File: src/rtl/job_scheduler.sv
// Job scheduler: queues descriptors in a FIFO and sequences them one at a time
// into the bitstream wrapper using a GO/DONE handshake, reporting each completion.
//
// state    | meaning
// S_IDLE   | waiting for a queued job, HOLD low and wrapper idle (DONE = 1)
// S_LAUNCH | GO asserted until the wrapper drops DONE
// S_RUN    | wrapper busy, waiting for DONE to return high
// S_CPL    | one-cycle completion pulse, then back to S_IDLE
module job_scheduler #(
  parameter int DEPTH = 4,
  parameter int TAG_W = 8
) (
  input  logic                     CLK,
  input  logic                     RST,
  input  logic                     JOB_VALID,
  output logic                     JOB_READY,
  input  logic [31:0]              JOB_SRC,
  input  logic [31:0]              JOB_DST,
  input  logic [31:0]              JOB_SIZE,
  input  logic [TAG_W-1:0]         JOB_TAG,
  input  logic                     HOLD,
  output logic                     GO,
  input  logic                     DONE,
  output logic [31:0]              SRC,
  output logic [31:0]              DST,
  output logic [31:0]              SIZE,
  output logic                     CPL_VALID,
  output logic [TAG_W-1:0]         CPL_TAG,
  output logic                     CPL_ERR,
  output logic [$clog2(DEPTH):0]   QCOUNT,
  output logic                     BUSY,
  output logic [15:0]              JOBS_DONE
);

  localparam int AW = $clog2(DEPTH);
  localparam logic [AW:0] FULL_CNT = (AW+1)'(DEPTH);

  typedef enum logic [1:0] {S_IDLE, S_LAUNCH, S_RUN, S_CPL} state_t;

  state_t state, state_nxt;

  logic [31:0]      q_src  [DEPTH];
  logic [31:0]      q_dst  [DEPTH];
  logic [31:0]      q_size [DEPTH];
  logic [TAG_W-1:0] q_tag  [DEPTH];

  logic [AW-1:0]    wr_ptr, rd_ptr;
  logic [AW:0]      count;
  logic             push, pop, q_empty;
  logic             err_q;
  logic [TAG_W-1:0] tag_q;
  logic [15:0]      jobs_done_q;

  assign q_empty   = (count == '0);
  assign JOB_READY = (count != FULL_CNT);
  assign push      = JOB_VALID && JOB_READY;

  always_comb begin
    state_nxt = state;
    pop       = 1'b0;
    GO        = 1'b0;
    CPL_VALID = 1'b0;
    case (state)
      S_IDLE: begin
        if (!q_empty && !HOLD && DONE) begin
          pop = 1'b1;
          // zero-length jobs bypass the wrapper and complete with an error
          state_nxt = (q_size[rd_ptr] == 32'd0) ? S_CPL : S_LAUNCH;
        end
      end
      S_LAUNCH: begin
        GO = 1'b1;
        if (!DONE) state_nxt = S_RUN;
      end
      S_RUN: begin
        if (DONE) state_nxt = S_CPL;
      end
      S_CPL: begin
        CPL_VALID = 1'b1;
        state_nxt = S_IDLE;
      end
      default: state_nxt = S_IDLE;
    endcase
  end

  always_ff @(posedge CLK) begin
    if (RST) state <= S_IDLE;
    else     state <= state_nxt;
  end

  always_ff @(posedge CLK) begin
    if (push) begin
      q_src[wr_ptr]  <= JOB_SRC;
      q_dst[wr_ptr]  <= JOB_DST;
      q_size[wr_ptr] <= JOB_SIZE;
      q_tag[wr_ptr]  <= JOB_TAG;
    end
  end

  always_ff @(posedge CLK) begin
    if (RST) begin
      wr_ptr <= '0;
      rd_ptr <= '0;
      count  <= '0;
    end else begin
      if (push) wr_ptr <= wr_ptr + AW'(1);
      if (pop)  rd_ptr <= rd_ptr + AW'(1);
      case ({push, pop})
        2'b10:   count <= count + (AW+1)'(1);
        2'b01:   count <= count - (AW+1)'(1);
        default: count <= count;
      endcase
    end
  end

  // current-job registers hold their value until the next pop
  always_ff @(posedge CLK) begin
    if (RST) begin
      SRC   <= '0;
      DST   <= '0;
      SIZE  <= '0;
      tag_q <= '0;
      err_q <= 1'b0;
    end else if (pop) begin
      SRC   <= q_src[rd_ptr];
      DST   <= q_dst[rd_ptr];
      SIZE  <= q_size[rd_ptr];
      tag_q <= q_tag[rd_ptr];
      err_q <= (q_size[rd_ptr] == 32'd0);
    end else if (state == S_CPL) begin
      err_q <= 1'b0;
    end
  end

  always_ff @(posedge CLK) begin
    if (RST)                 jobs_done_q <= '0;
    else if (state == S_CPL) jobs_done_q <= jobs_done_q + 16'd1;
  end

  assign CPL_TAG   = tag_q;
  assign CPL_ERR   = (state == S_CPL) && err_q;
  assign QCOUNT    = count;
  assign BUSY      = (state != S_IDLE);
  assign JOBS_DONE = jobs_done_q;

endmodule

File: config.mk
export PLATFORM = sky130hd
export DESIGN_NAME = job_scheduler
export DESIGN_NICKNAME = d
export VERILOG_FILES = /design/src/rtl/job_scheduler.sv
export SDC_FILE = /design/constraint.sdc
export NUM_CORES = 1
export LEC_CHECK = 0
export ABC_AREA = 1
export BUFFER_PORTS_ARGS = -buffer_cell sky130_fd_sc_hd__clkbuf_2
export CAP_MARGIN = 20
export CORE_AREA = 8 8 234 169
export CTS_CLUSTER_DIAMETER = 60
export DETAILED_ROUTE_END_ITERATION = 10
export DIE_AREA = 0 0 242 177
export GPL_TIMING_DRIVEN = 0
export PLACE_DENSITY = 0.77
export SLEW_MARGIN = 20
export SYNTH_ARGS = -nofsm -noshare
export SYNTH_HDL_FRONTEND = slang
export SYNTH_SLANG_ARGS = --single-unit
File: constraint.sdc
create_clock -name CLK -period 6.2 [get_ports CLK]
set_input_delay 0.31 -clock CLK [delete_from_list [all_inputs] [get_ports CLK]]
set_output_delay 0.31 -clock CLK [all_outputs]
set_load 0.02 [all_outputs]
## Word-level counts from Yosys, hierarchy flattened

Memories as Yosys holds them, arrays and structs flattened. A register that Yosys moved wholly into a read port is not among the register bits.
Index checks and enable logic that the tools add are counted.

| word-level totals | value |
|---|---|
| register bits after elaboration | 58 |
| bits in latches | 0 |
| RAM bits | 416 |
| ROM bits | 0 |
| input port bits | 109 |
| output and inout bits | 128 |
| logic and storage cells | 54 |
| memories | 4 |

| operators by class | value |
|---|---|
| $add $sub $neg | 5 |
| multiply operators | 0 |
| div/mod/pow operators | 0 |
| magnitude comparators | 0 |
| eq/ne operators | 9 |
| shift operators | 0 |
| muxes and demuxes | 16 |
| bitwise operators | 0 |
| reduce and logical (&&, ||, !) cells | 13 |

Memories:

| name | depth | bits a word | read ports | clocked after memory_dff | wr ports | line | text |
|---|---|---|---|---|---|---|---|
| q_dst | 4 | 32 | 1 | 1 | 1 | 43 | `logic [31:0] q_dst [DEPTH];` |
| q_size | 4 | 32 | 1 | 1 | 1 | 44 | `logic [31:0] q_size [DEPTH];` |
| q_src | 4 | 32 | 1 | 1 | 1 | 42 | `logic [31:0] q_src [DEPTH];` |
| q_tag | 4 | 8 | 1 | 1 | 1 | 45 | `logic [TAG_W-1:0] q_tag [DEPTH];` |

Operators by type and width:

| operator | number |
|---|---|
| $logic_not A32 Y1 | 1 |
| $add A16 B1 Y16 const B | 1 |
| $mux W2 | 6 |
| $mux W1 | 8 |
| $pmux W2 S4 | 1 |
| $eq A2 B2 Y1 const B | 3 |
| $ne A2 B2 Y1 const B | 3 |
| $pmux W3 S2 | 1 |
| $reduce_bool A2 Y1 | 3 |
| $add A2 B1 Y2 const B | 2 |
| $eq A2 B1 Y1 const B | 2 |
| $logic_and A1 B1 Y1 | 4 |
| $add A3 B1 Y3 const B | 1 |
| $logic_not A3 Y1 | 1 |
| $ne A3 B3 Y1 const B | 1 |
| $reduce_and A3 Y1 | 1 |
| $sub A3 B1 Y3 const B | 1 |
| $logic_not A1 Y1 | 2 |
| $logic_not A2 Y1 | 1 |

## Depth between registers and ports, before layout

| logic depth | value |
|---|---|
| depth in word-level cells | 8 |
| mapped depth | 13 |

## Worst setup path before layout

OpenSTA, ideal clock, no wires.

| path | value |
|---|---|
| path kind | register -> register |
| from | reg count[1] (netlist: QCOUNT[1]) |
| to | mem q_dst[0][0], enable pin |
| library setup time | 568 ps |
| arrival time | 5377 ps |
| path slack | 255 ps |
| stages on the path, launching flop included | 5 |
| clock period less this slack | 5945 ps |
| cells stage by stage | dfxtp_1 -> inv_1 -> nand3_1 -> nand2_1 -> nor2_1 |

| between the ends | value |
|---|---|
| word-level cells in the longest chain between the ends | 4 |

RTL lines:

| what | line | text |
|---|---|---|
| start, declared | 48 | `logic [AW:0] count;` |
| start signal, assigned | 109 | `2'b10: count <= count + (AW+1)'(1);` |
| start signal, assigned | 110 | `2'b01: count <= count - (AW+1)'(1);` |
| start signal, assigned | 111 | `default: count <= count;` |
| $ne A3 B3 Y1 | 55 | `assign JOB_READY = (count != FULL_CNT);` |
| net JOB_READY | 16 | `output logic JOB_READY,` |
| $logic_and A1 B1 Y1 | 56 | `assign push = JOB_VALID && JOB_READY;` |
| $mux W1 | 92 | `if (push) begin` |
| $mux W1 (implied by the code) | 94 | `q_dst[wr_ptr] <= JOB_DST;` |
| end, declared | 43 |  |

The timed path passes the listed nets, and every way through them passes these cells.

## Worst setup path in the final report

| path | value |
|---|---|
| from | reg state[0] |
| to | reg count[2] (netlist: QCOUNT[2]) |

| between the ends | value |
|---|---|
| word-level cells in the longest chain between the ends | 4 |
| elaborated cells between the ends (all ways) | 6 |
| those cells by class | 2 x eq/ne; 2 x mux; 2 x reduce/logical |

RTL lines:

| what | line | text |
|---|---|---|
| start, declared | 40 | `state_t state, state_nxt;` |
| start signal, assigned | 88 | `else state <= state_nxt;` |
| $logic_not A2 Y1 * | 63 | `case (state)` |
| $mux W1 * | 63 |  |
| net pop | 49 | `logic push, pop, q_empty;` |
| $eq A2 B1 Y1 / $eq A2 B2 Y1 (equally long branches) | 108 | `case ({push, pop})` |
| $pmux W3 S2 / $reduce_bool A2 Y1 (equally long branches) | - |  |

Mark *: on every way through the listed nets, which the timed path passes. The rest lies on a longest branch.
A chain may end at the register's enable or synchronous reset.

==> run metrics <==
setup bufs post-CTS 0; layout cells sized above 1 0.185; max-cap check violation count 0; Critical Path Max Stage Delay 370 ps; most common cell after layout, fill and taps aside edfxtp_1; DRT iter0 DRCs 1,814; First-pass DRT Iterations 8; Cell Pwr Density 347 nW/um2; Initial Util 0.566; f_max 349 MHz; WP data required 6640 ps; latest clock arrival within the worst-skew pair 590 ps; antenna violations before repair 5; CP Max Fanout 11; CTS tree done; Primary FF master, synth edfxtp_1; post-synthesis cell area 20,500 um2; DR WL met3 4.73 mm; sequential share of the synthesized area 0.739; synthesized net count 1,815; type of origin of the critical path register; Worst-Margin Slew 742 ps; area grow syn2layout 24.5%; overall routing resource usage 0.249; area occupied by multi-input gates 4680 um2; Lkg Pwr 9.76 nW; fin nets 2,225; highest routed metal layer met5; post-synthesis mux area share 0.000489; core area 36,200 um2; slew margin rel. 0.505; final WL 55.0 mm; Critical Path AT 3300 ps; CP max stage cell fa_1; cts repair resizes 0; DRT met1 WL 22.2 mm; WL met2 26.3 mm; Synth Warn # 0; Worst R2R Setup Slack 3340 ps; routed vias/inst 5.73; DP Cell Count 2,437; commonest cells after routing, fill and taps aside edfxtp_1 (416), nor2_1 (303), o21ai_0 (254); Compound-Gate Fraction of Synth Area 0.102; Synth Instances 1,694; DR DRC count 0; Period minus WS final 2860 ps; RSZ-0062 raised after global routing no; fin. max-slew vios 0; register area 15,100 um2; number of flops mapped to enable cells by yosys 416; DRT antenna net count 0; width of the die 242 um; drt wl/cell 20.8 um; Placement Rows 59; Setup Total Neg Slack 0 ps; Max clock buf depth 3; asr flop ratio synth 0; endpoint class of the critical path register; Hold Path Cell Cnt 2; post-synthesis simple-gate area fraction 0.116; fillcell total 2,434; Post-Synth Adder-Cell Area 0.00770; Port Buffers 235; Num CTS Buffers 49; Die ar. 42,800 um2; Max VDD drop 0.272 mV; Synth Area in XOR/XNOR 0.000428; first-pass GRT wire length 84.1 mm; DP Wirelength 35.2 mm; CTS root buffer clkbuf_16; clock sinks 548; CTS H-tree lvls 2; GR Overflow Total 0; number of global-route vias before repair 15.2k; largest family of logic cells by synthesized area simple AND/OR/NAND/NOR gates; skew final 28.8 ps; Netlist cell types 34; routed via count 15.1k; Final Setup Violations 0; worst hold path type in -> reg; final hold vios 0; post-synthesis area per instance 12.1 um2; I/O pins 237; Non-Filler Instances 2,640; outcome finished, final reports clean; # hold bufs at CTS 104; CTS clock-pin slew for the worst setup and hold paths 60 ps; worst path cell trace inv_1 -> ha_1 -> inv_1 -> nor2_4 -> buf_6 -> buf_2 -> ha_1 -> inv_1 -> fa_1 -> a21oi_1 -> o21ai_0 -> o21ai_0 -> a21oi_1; Die Span Y 177 um; worst r2r path cells 13; #FFs+latches synth 548; largest net degree at the start of global routing 24; most numerous cell on the critical path inv_1; RD Place Congestion 0.826; final worst-path cycle share 0.462; Crit Path Class reg -> reg
cell usage after synthesis, types with 5 or more instances:
library cell,instances,share of area
o21ai_1,11,0.0027
nor2_1,307,0.056
nand3_1,71,0.017
inv_1,31,0.0057
inv_2,5,0.00092
o22ai_1,72,0.022
dfxtp_1,132,0.13
buf_2,26,0.0064
nand2_1,199,0.036
clkbuf_1,57,0.010
o21ai_0,254,0.062
buf_4,7,0.0026
buf_6,13,0.0072
edfxtp_1,416,0.61
a21oi_1,56,0.014
ha_1,11,0.0067
through the flow:
step	util	cell area [um2]	hold slack [ps]	total power, mW	worst slack, ps
after floorplan	-	20500	409	5.20	255
after global placement	0.615	22300	467	5.67	-2950
after detailed placement	0.629	22800	485	5.73	3480
after CTS	0.704	25500	124	8.85	3470
after global routing	0.704	25500	132	9.15	3240
final	0.705	25500	161	8.85	3340
worst max-delay path: cells and delay by family, from the launching register on:
family	cells	cell delay [ps]
simple gates	1	190
buf+inv	5	890
flops	1	340
compound gates	4	560
fa+ha+maj	3	770
registers in the layout, indices dropped and copies added (netlist names), named ones only:
register	count
QCOUNT	3
rd_ptr	2
SRC	32
q_dst	128
q_tag	32
q_src	128
q_size	128
err_q	1
state	2
DST	32
CPL_TAG	8
wr_ptr	2
SIZE	32
JOBS_DONE	16
final timing paths:
check,startpoint,end
min,RST,JOBS_DONE[8]
min reg2reg,JOBS_DONE[12],JOBS_DONE[12]
max reg2reg,state[0],QCOUNT[2]
max,state[0],QCOUNT[2]
power by group:
| part | switching [mW] | internal (mW) | leakage (nW) |
|---|---|---|---|
| logic | 0.953 | 0.440 | 4.05 |
| registers | 0.110 | 4.24 | 4.89 |
| clock network | 1.32 | 1.79 | 0.825 |
cell type report:
| type | count | share of cell area |
|---|---|---|
| repair buffers | 359 | 0.105 |
| flip-flops and latches | 548 | 0.594 |
| well taps | 488 | 0.0240 |
| plain buffers | 105 | 0.0216 |
| multi-input cells | 1005 | 0.184 |
| clock inverters | 13 | 0.00555 |
| inverters | 36 | 0.00530 |
| diodes | 7 | 0.000687 |
| clock buffers | 79 | 0.0602 |
per-layer routing:
metal	GRT usage	up-vias
li1	-	6839
met1	0.328	7314
met2	0.418	834
met3	0.0461	127
met4	0.0875	4
met5	0	-
cell families (layout without fill, tap and decap cells):
kind of cell | after synthesis | count (layout)
and+or+nand+nor | 593 | 593
DFF | 548 | 548
AOI/OAI and AO/OA | 398 | 398
buffers and inverters | 141 | 592
adders and majority gates | 12 | 12
xor gates and xnor gates | 1 | 1
muxes | 1 | 1
other | 0 | 7
(Power assumes the default switching activity.)
